### src/rtl/config_pkg.sv
// Shared types and constants for the configuration-port arbiter and its bench.
package config_pkg;

  localparam int WORD_W     = 32;
  localparam int IDLE_CNT_W = 24;
  localparam int ARM_CNT_W  = 16;

  localparam logic [WORD_W-1:0] SYNC_PATTERN = 32'hFAB0_FAB1;

  typedef enum logic [1:0] {
    ST_IDLE    = 2'd0,
    ST_ARM     = 2'd1,
    ST_OWN     = 2'd2,
    ST_RELEASE = 2'd3
  } arb_state_e;

  // Index of the next requester after idx, wrapping at n.
  function automatic int wrap_next(input int idx, input int n);
    return (idx + 1 >= n) ? 0 : idx + 1;
  endfunction

endpackage

### src/rtl/rr_arbiter.sv
// One-hot round-robin pick: the first set request at or after ptr, wrapping.
module rr_arbiter #(
  parameter int N     = 2,
  parameter int IDX_W = 1
) (
  input  logic [N-1:0]     req,
  input  logic [IDX_W-1:0] ptr,
  output logic [N-1:0]     gnt,
  output logic [IDX_W-1:0] gnt_idx,
  output logic             any
);

  int cand;

  always_comb begin
    gnt     = '0;
    gnt_idx = '0;
    any     = 1'b0;
    cand    = 0;
    for (int k = 0; k < N; k++) begin
      cand = int'(ptr) + k;
      if (cand >= N) begin
        cand = cand - N;
      end
      if (!any && req[cand]) begin
        any       = 1'b1;
        gnt[cand] = 1'b1;
        gnt_idx   = IDX_W'(cand);
      end
    end
  end

endmodule

### src/rtl/config_source_arbiter.sv
// Shares the fabric configuration write port between bitstream sources, one
// whole session at a time, with a fresh FSM_Reset pulse on every grant.
module config_source_arbiter
  import config_pkg::*;
#(
  parameter int NUM_SOURCES  = 2,
  parameter int IDLE_TIMEOUT = 65535,
  parameter int RESET_CYCLES = 2
) (
  input  logic                          CLK,
  input  logic                          resetn,
  input  logic [NUM_SOURCES-1:0]        src_active,
  input  logic [NUM_SOURCES-1:0]        src_valid,
  input  logic [NUM_SOURCES*WORD_W-1:0] src_data,
  output logic [NUM_SOURCES-1:0]        src_ready,
  output logic [WORD_W-1:0]             WriteData,
  output logic                          WriteStrobe,
  output logic                          FSM_Reset,
  output logic [NUM_SOURCES-1:0]        grant,
  output logic                          busy,
  output logic                          timeout_evt
);

  localparam int IDX_W = (NUM_SOURCES > 1) ? $clog2(NUM_SOURCES) : 1;
  localparam logic [IDLE_CNT_W-1:0] IDLE_LIMIT = IDLE_CNT_W'(IDLE_TIMEOUT - 1);
  localparam logic [ARM_CNT_W-1:0]  ARM_LOAD   = ARM_CNT_W'(RESET_CYCLES);

  arb_state_e             state_reg, state_next;
  logic [IDX_W-1:0]       rr_ptr_reg, rr_ptr_next;
  logic [IDX_W-1:0]       owner_reg, owner_next;
  logic [NUM_SOURCES-1:0] grant_reg, grant_next;
  logic [ARM_CNT_W-1:0]   arm_cnt_reg, arm_cnt_next;
  logic [IDLE_CNT_W-1:0]  idle_cnt_reg, idle_cnt_next;
  logic [WORD_W-1:0]      write_data_reg, write_data_next;
  logic                   write_strobe_reg, write_strobe_next;
  logic                   fsm_reset_reg, fsm_reset_next;

  logic [NUM_SOURCES-1:0] pick_onehot;
  logic [IDX_W-1:0]       pick_idx;
  logic                   pick_valid;

  logic                   owner_active;
  logic                   owner_valid;
  logic [WORD_W-1:0]      owner_data;

  rr_arbiter #(
    .N     (NUM_SOURCES),
    .IDX_W (IDX_W)
  ) u_rr_arbiter (
    .req     (src_active),
    .ptr     (rr_ptr_reg),
    .gnt     (pick_onehot),
    .gnt_idx (pick_idx),
    .any     (pick_valid)
  );

  assign owner_active = src_active[owner_reg];
  assign owner_valid  = src_valid[owner_reg];
  assign owner_data   = src_data[owner_reg*WORD_W +: WORD_W];

  // Ready is gated by active so a word arriving with session close is refused.
  generate
    for (genvar gi = 0; gi < NUM_SOURCES; gi++) begin : g_ready
      assign src_ready[gi] = (state_reg == ST_OWN) && (owner_reg == IDX_W'(gi)) && src_active[gi];
    end
  endgenerate

  always_comb begin
    state_next        = state_reg;
    rr_ptr_next       = rr_ptr_reg;
    owner_next        = owner_reg;
    grant_next        = grant_reg;
    arm_cnt_next      = arm_cnt_reg;
    idle_cnt_next     = idle_cnt_reg;
    write_data_next   = write_data_reg;
    write_strobe_next = 1'b0;
    timeout_evt       = 1'b0;

    case (state_reg)
      ST_IDLE: begin
        if (pick_valid) begin
          state_next   = ST_ARM;
          grant_next   = pick_onehot;
          owner_next   = pick_idx;
          arm_cnt_next = ARM_LOAD;
        end
      end
      ST_ARM: begin
        arm_cnt_next = arm_cnt_reg - 1'b1;
        if (arm_cnt_reg <= 1) begin
          state_next    = ST_OWN;
          idle_cnt_next = '0;
        end
      end
      ST_OWN: begin
        if (!owner_active) begin
          state_next = ST_RELEASE;
          grant_next = '0;
        end else if (owner_valid) begin
          write_strobe_next = 1'b1;
          write_data_next   = owner_data;
          idle_cnt_next     = '0;
        end else if (idle_cnt_reg >= IDLE_LIMIT) begin
          state_next  = ST_RELEASE;
          grant_next  = '0;
          timeout_evt = 1'b1;
        end else if (idle_cnt_reg != '1) begin
          idle_cnt_next = idle_cnt_reg + 1'b1;
        end
      end
      ST_RELEASE: begin
        rr_ptr_next = IDX_W'(wrap_next(int'(owner_reg), NUM_SOURCES));
        state_next  = ST_IDLE;
      end
      default: begin
        state_next = ST_IDLE;
        grant_next = '0;
      end
    endcase

    // High for exactly the ARM cycles; IDLE always precedes, giving a rising edge.
    fsm_reset_next = (state_next == ST_ARM);
  end

  always_ff @(posedge CLK or negedge resetn) begin
    if (!resetn) begin
      state_reg        <= ST_IDLE;
      rr_ptr_reg       <= '0;
      owner_reg        <= '0;
      grant_reg        <= '0;
      arm_cnt_reg      <= '0;
      idle_cnt_reg     <= '0;
      write_data_reg   <= '0;
      write_strobe_reg <= 1'b0;
      fsm_reset_reg    <= 1'b0;
    end else begin
      state_reg        <= state_next;
      rr_ptr_reg       <= rr_ptr_next;
      owner_reg        <= owner_next;
      grant_reg        <= grant_next;
      arm_cnt_reg      <= arm_cnt_next;
      idle_cnt_reg     <= idle_cnt_next;
      write_data_reg   <= write_data_next;
      write_strobe_reg <= write_strobe_next;
      fsm_reset_reg    <= fsm_reset_next;
    end
  end

  assign WriteData   = write_data_reg;
  assign WriteStrobe = write_strobe_reg;
  assign FSM_Reset   = fsm_reset_reg;
  assign grant       = grant_reg;
  assign busy        = |grant_reg;

endmodule

### config.mk
export PLATFORM = sky130hd
export DESIGN_NAME = config_source_arbiter
export DESIGN_NICKNAME = d
export VERILOG_FILES = /design/src/rtl/config_pkg.sv /design/src/rtl/rr_arbiter.sv /design/src/rtl/config_source_arbiter.sv
export SDC_FILE = /design/constraint.sdc
export NUM_CORES = 1
export LEC_CHECK = 0
export CORE_AREA = 5 5 102 104
export CTS_CLUSTER_SIZE = 12
export DETAILED_ROUTE_END_ITERATION = 16
export DIE_AREA = 0 0 107 109
export PLACE_DENSITY_LB_ADDON = 0.3
export SYNTH_ARGS = -nofsm -noshare
export SYNTH_HDL_FRONTEND = slang
export SYNTH_HIERARCHICAL = 1
export SYNTH_SLANG_ARGS = --single-unit
export TNS_END_PERCENT = 100
### constraint.sdc
create_clock -name CLK -period 2.89 [get_ports CLK]
set_input_delay 0.578 -clock CLK [delete_from_list [all_inputs] [get_ports CLK]]
set_output_delay 0.578 -clock CLK [all_outputs]
set_load 0.05 [all_outputs]
# [After elaboration in Yosys (flattened, before gate mapping)]
# Index checks and enable logic that the tools add are counted.
[totals] ff_bits=80 inputBits=70 word_cells=107
[op_classes] addsub=6 order_cmp=10 eq_ne=12 shifts=1 muxes=49 bitwise_logic=2 reduce_logical=18
[ops] cell="24-bit two-way mux" n=5
[ops] cell="32-bit by 1-bit greater-or-equal comparator with 1-bit output (second input constant)" n=2
[ops] cell="32-bit by 3-bit less-than comparator with 1-bit output (second input constant)" n=2
[ops] cell="32-bit two-way mux" n=2
[ops] cell="64-bit by 7-bit variable part select with 32-bit output" n=1
[ops] cell="24-bit case mux with 2 select lines" n=1
[ops] cell="32-bit by 3-bit greater-or-equal comparator with 1-bit output (second input constant)" n=1
[ops] cell="16-bit case mux with 2 select lines" n=1
[ops] cell="32-bit by 3-bit subtractor with 32-bit output (second input constant)" n=1
[ops] cell="24-bit by 1-bit adder with 24-bit output (second input constant)" n=1
[ops] cell="24-bit by 16-bit greater-or-equal comparator with 1-bit output (second input constant)" n=1
[ops] cell="1-bit two-way mux" n=24
[ops] cell="24-bit inequality test (second input constant)" n=1
[ops] cell="2-bit two-way mux" n=11
[ops] cell="16-bit by 1-bit less-or-equal comparator with 1-bit output (second input constant)" n=1
[ops] cell="16-bit two-way mux" n=1
[ops] cell="16-bit by 1-bit subtractor with 16-bit output (second input constant)" n=1
[ops] cell="2-bit case mux with 4 select lines" n=1
[ops] cell="1-bit logical AND" n=7
[ops] cell="2-bit inequality test (second input constant)" n=3
[ops] cell="3-bit by 2-bit inequality test with 1-bit output (second input constant)" n=2
[ops] cell="3-bit inequality test (second input constant)" n=2
[ops] cell="2-bit nonzero test" n=3
[ops] cell="5-bit AND reduction" n=1
[ops] cell="17 further kinds" n=22

# [Depth between registers and ports, before layout]
[depth] ltp_word=12 ltp_mapped=10 ltp_nobuf=8

# [Modules after synthesis]
# Netlist, hierarchy kept.
[modules_own_cells] module="config_source_arbiter" instances=1 cells_each=388 area_per_inst_um2=3849.9 seq_area_each_um2=2001.9
[modules_own_cells] module="rr_arbiter" instances=1 cells_each=5 area_per_inst_um2=32.5 seq_area_each_um2=0.0

# [Least setup slack after synthesis]
# No wires, ideal clock.
[synth_path] path_type="reg-to-output" startpoint="register idle_cnt_reg[8]" endpoint="output timeout_evt" arrival_ps=2498 setup_slack_ps=-186 path_stages_with_launch=5 path_cell_list="dfrtp_1 nand4_1 or4_1 and2_1 nor3_1"
[synth_between] elab_chain_len=5
[synth_lines] element="from (decl)" line="config_source_arbiter.sv:33" text="logic [IDLE_CNT_W-1:0] idle_cnt_reg, idle_cnt_next;"
[synth_lines] element="from (signal assigned)" line="config_source_arbiter.sv:142" text="idle_cnt_reg <= idle_cnt_next;"
[synth_lines] element="24-bit by 16-bit greater-or-equal comparator with 1-bit output" line="config_source_arbiter.sv:103" text="end else if (idle_cnt_reg >= IDLE_LIMIT) begin"
[synth_lines] element="1-bit two-way mux" line="config_source_arbiter.sv:103"
[synth_lines] element="1-bit two-way mux" line="config_source_arbiter.sv:99" text="end else if (owner_valid) begin"
[synth_lines] element="1-bit two-way mux" line="config_source_arbiter.sv:96" text="if (!owner_active) begin"
[synth_lines] element="1-bit two-way mux" line="config_source_arbiter.sv:79" text="case (state_reg)"
[synth_lines] element="to (decl)" line="config_source_arbiter.sv:21" text="output logic timeout_evt"
# No other way between the ends.

# [Final worst setup path]
[layout_path] startpoint="register arm_cnt_reg[4]" endpoint="register idle_cnt_reg[14]"
[layout_between] elab_chain_len=3
[layout_lines] element="from (decl)" line="config_source_arbiter.sv:32" text="logic [ARM_CNT_W-1:0] arm_cnt_reg, arm_cnt_next;"
[layout_lines] element="from (signal assigned)" line="config_source_arbiter.sv:141" text="arm_cnt_reg <= arm_cnt_next;"
[layout_lines] element="16-bit by 1-bit less-or-equal comparator with 1-bit output" line="config_source_arbiter.sv:90" text="if (arm_cnt_reg <= 1) begin"
[layout_lines] element="2-bit inequality test (no source line)"
[layout_lines] element="5-bit AND reduction (no source line)"
# No other way between the ends.
# A chain may end at the register's enable or synchronous reset.

==> impl_metrics.yaml <==
power_and_ir_drop:
  p_leak_uw: 0.00229
  p_per_area_nw_per_um2: 422
  ir_drop_mv: 0.193
critical_path:
  worstSetupEndpoint: "idle_cnt_reg[14]"
  end_kind: "flip-flop"
  timing.rr.start: "arm_cnt_reg[4]"
  startpoint: "arm_cnt_reg[4]"
  crit_buf_inv: 1
  cp.required_ns: 3.17
  setup.worst_path.class: "reg -> reg"
  crit_fanout: 5
  critPathTopFamily: "simple AND/OR/NAND/NOR gates"
  cp_slowest_cell: "or4_4"
  crit_chain: "or4_4 > or4b_4 > o41ai_2 > buf_4 > and4_1 > or4b_4 > a21oi_2"
  rr_worst_depth: 7
  cpPeakStageDelay_ns: 0.55
  path_depth: 7
  rr_endpoint: "idle_cnt_reg[14]"
  cpMostUsedCell: "or4b_4"
  cp.arrival_ns: 3.04
  start_kind: "flip-flop"
  regToRegSetupSlack_ns: 0.13
routing:
  drt_iter0_markers: 120
  totalWireLength_mm: 9.47
  vias_per_cell: 5.35
  ant_nets: 0
  wl_per_cell_um: 15.1
  drc: 0
  firstDrtPassIters: 4
  vias: 3351
timing:
  tightest_slew_ns: 0.653
  slew_headroom: 0.565
  tns_ns: 0
  rsz0062_at_grt: "no"
  fin_crit_ns: 2.76
  drv_slew: 0
  finClkSkew_ns: 0.00951
  fmax_mhz: 362
  hold_violations: 0
  setup_violations: 0
  period_share: 0.955
synth:
  ys.flop_type: "dfrtp_1"
  syn-num-nets: 467
  ys_ff_latch: 80
  syn_inst: 393
  async_reset_ff_frac: 1.00
  syn-cell-area_um2: 3880
  synth.yosys.warnings: 6
  yosysUniqueCellTypes: 46
  ys_seq_area_frac: 0.516
  synth-edff-count: 0
  avgSynthCellArea_um2: 9.88
clocking:
  cts_hold_buf: 0
  clkTransAtPathRegs_ns: 0.08
  cts_tree: "built"
  cts_buffer_depth: 2
  numCtsBuffers: 9
  worst_skew_pair.late_latency_ns: 0.35
  cts_root_buffer: "clkbuf_8"
  cts_max_level: 3
  cts_sinks: 80
finish:
  antenna_cells: 0
  syn2layout_area_growth_pct: 38.7
  fin_cells: 626
  final_nets: 581
  final_layout_size_suffix_gt1_frac: 0.0957
  largest_reg_flops: 32
status:
  status: "completed"
job:
  cap_violations: 0
floorplanning:
  die_w_um: 107
  fp.dieH_um: 109
  start_util: 0.410
  die_area_um2: 11700
  num_rows: 36
  coreArea_um2: 9460
  io_pins: 110
global_route:
  grt-ovfl-total: 0
  grt_pass1_wl_mm: 16.2
  antenna_found_initial: 0
  top_usage_layer: "met2"
  grt_pass1_vias: 3456
  grt.total_usage: 0.173
  grt_max_degree: 66
  use_met2: 0.271
  grt_util_met1: 0.219
  grtUsageMet3: 0.0705
placement:
  gp_congestion: 0.889
  port_buffers: 109
  hpwl_mm: 7.12
  dp_cells: 608
min_path:
  hold_class: "in -> async"
metal layers:
metal / share of wire / vias up
li1: - / 1642
met1: 0.44 / 1595
met2: 0.45 / 100
met3: 0.088 / 14
met4: 0.019 / 0
met5: 0 / -
synthesized netlist by cell type, drive strengths merged, types with 4 or more instances:
cell type | number | share of area
nor3 | 6 | 0.0077
nor2b | 7 | 0.011
o41ai | 6 | 0.015
or3 | 7 | 0.011
dfrtp | 80 | 0.52
o21ai | 17 | 0.022
clkbuf | 15 | 0.015
nor2 | 57 | 0.055
buf | 5 | 0.0055
inv | 7 | 0.0068
a21oi | 42 | 0.054
nand3 | 19 | 0.024
or4 | 6 | 0.012
or2 | 5 | 0.0081
mux2i | 33 | 0.085
a31oi | 6 | 0.0097
xor2 | 6 | 0.014
ha | 4 | 0.013
and3 | 5 | 0.0081
nand2 | 13 | 0.013
nand2b | 4 | 0.0064
nand4 | 6 | 0.0097
per-stage QoR:
step / worst slack [ns] / cell area (um2) / power [uW] / hold WS [ns] / utilization
6_report: 0.130 / 5390 / 2270 / 0.233 / 0.569
5_1_grt: 0.0292 / 5390 / 2360 / 0.313 / 0.569
4_1_cts: 0.00256 / 5380 / 2300 / 0.275 / 0.569
3_5_place_dp: -0.0380 / 5170 / 1540 / 0.464 / 0.547
3_3_place_gp: 0.0248 / 5170 / 1540 / 0.455 / 0.547
2_1_floorplan: 0.137 / 3890 / 1350 / 0.282 / -
layout make-up:
type | count | area, um2
Sequential cell | 80 | 2000
Clock inverter | 5 | 31.3
Timing Repair Buffer | 123 | 1220
Multi-Input combinational cell | 286 | 1810
Fill cell | 829 | 4070
Tap cell | 114 | 143
Clock buffer | 11 | 151
Inverter | 7 | 26.3
worst min-delay path by stage:
stage	start	end	slack [ns]
after floorplan	resetn	FSM_Reset	0.28
after global placement	arm_cnt_reg[14]	arm_cnt_reg[14]	0.46
after detailed placement	arm_cnt_reg[14]	arm_cnt_reg[14]	0.46
after CTS	resetn	arm_cnt_reg[0]	0.28
after global routing	resetn	arm_cnt_reg[1]	0.31
final	resetn	arm_cnt_reg[1]	0.23
what timing repair did:
| action | 4_1_cts | 5_1_grt |
|---|---|---|
| setup endpoints to repair | 2 | 5 |
| buffers inserted | 2 | 0 |
| resized for setup | 2 | 3 |
| pin swaps | 0 | 2 |
cells by family (layout without fill, tap and decap cells):
logic type,Yosys count,after routing,share of synthesized area
flops,80,80,0.516
fa+ha+maj,4,4,0.0129
compound gates,92,92,0.144
buf+inv,27,146,0.0267
mux,35,35,0.0909
simple gates,148,148,0.194
xor+xnor,7,7,0.0158
power by group:
part	switching [uW]	total (uW)	internal [uW]
Clock	402	758	356
Sequential	17.4	1160	1150
Combinational	185	351	166
Total	604	2270	1670
placed cells by master, fill, tap and decap left out, types with 11 or more instances in the layout:
cell type / instances
a21oi_1: 41
buf_4: 15
clkbuf_8: 11
clkdlybuf4s50_1: 105
dfrtp_1: 78
mux2i_1: 33
nand2_1: 13
nand3_1: 19
nor2_1: 57
o21ai_0: 17
No activity file was read; power rests on OpenSTA's default activity.
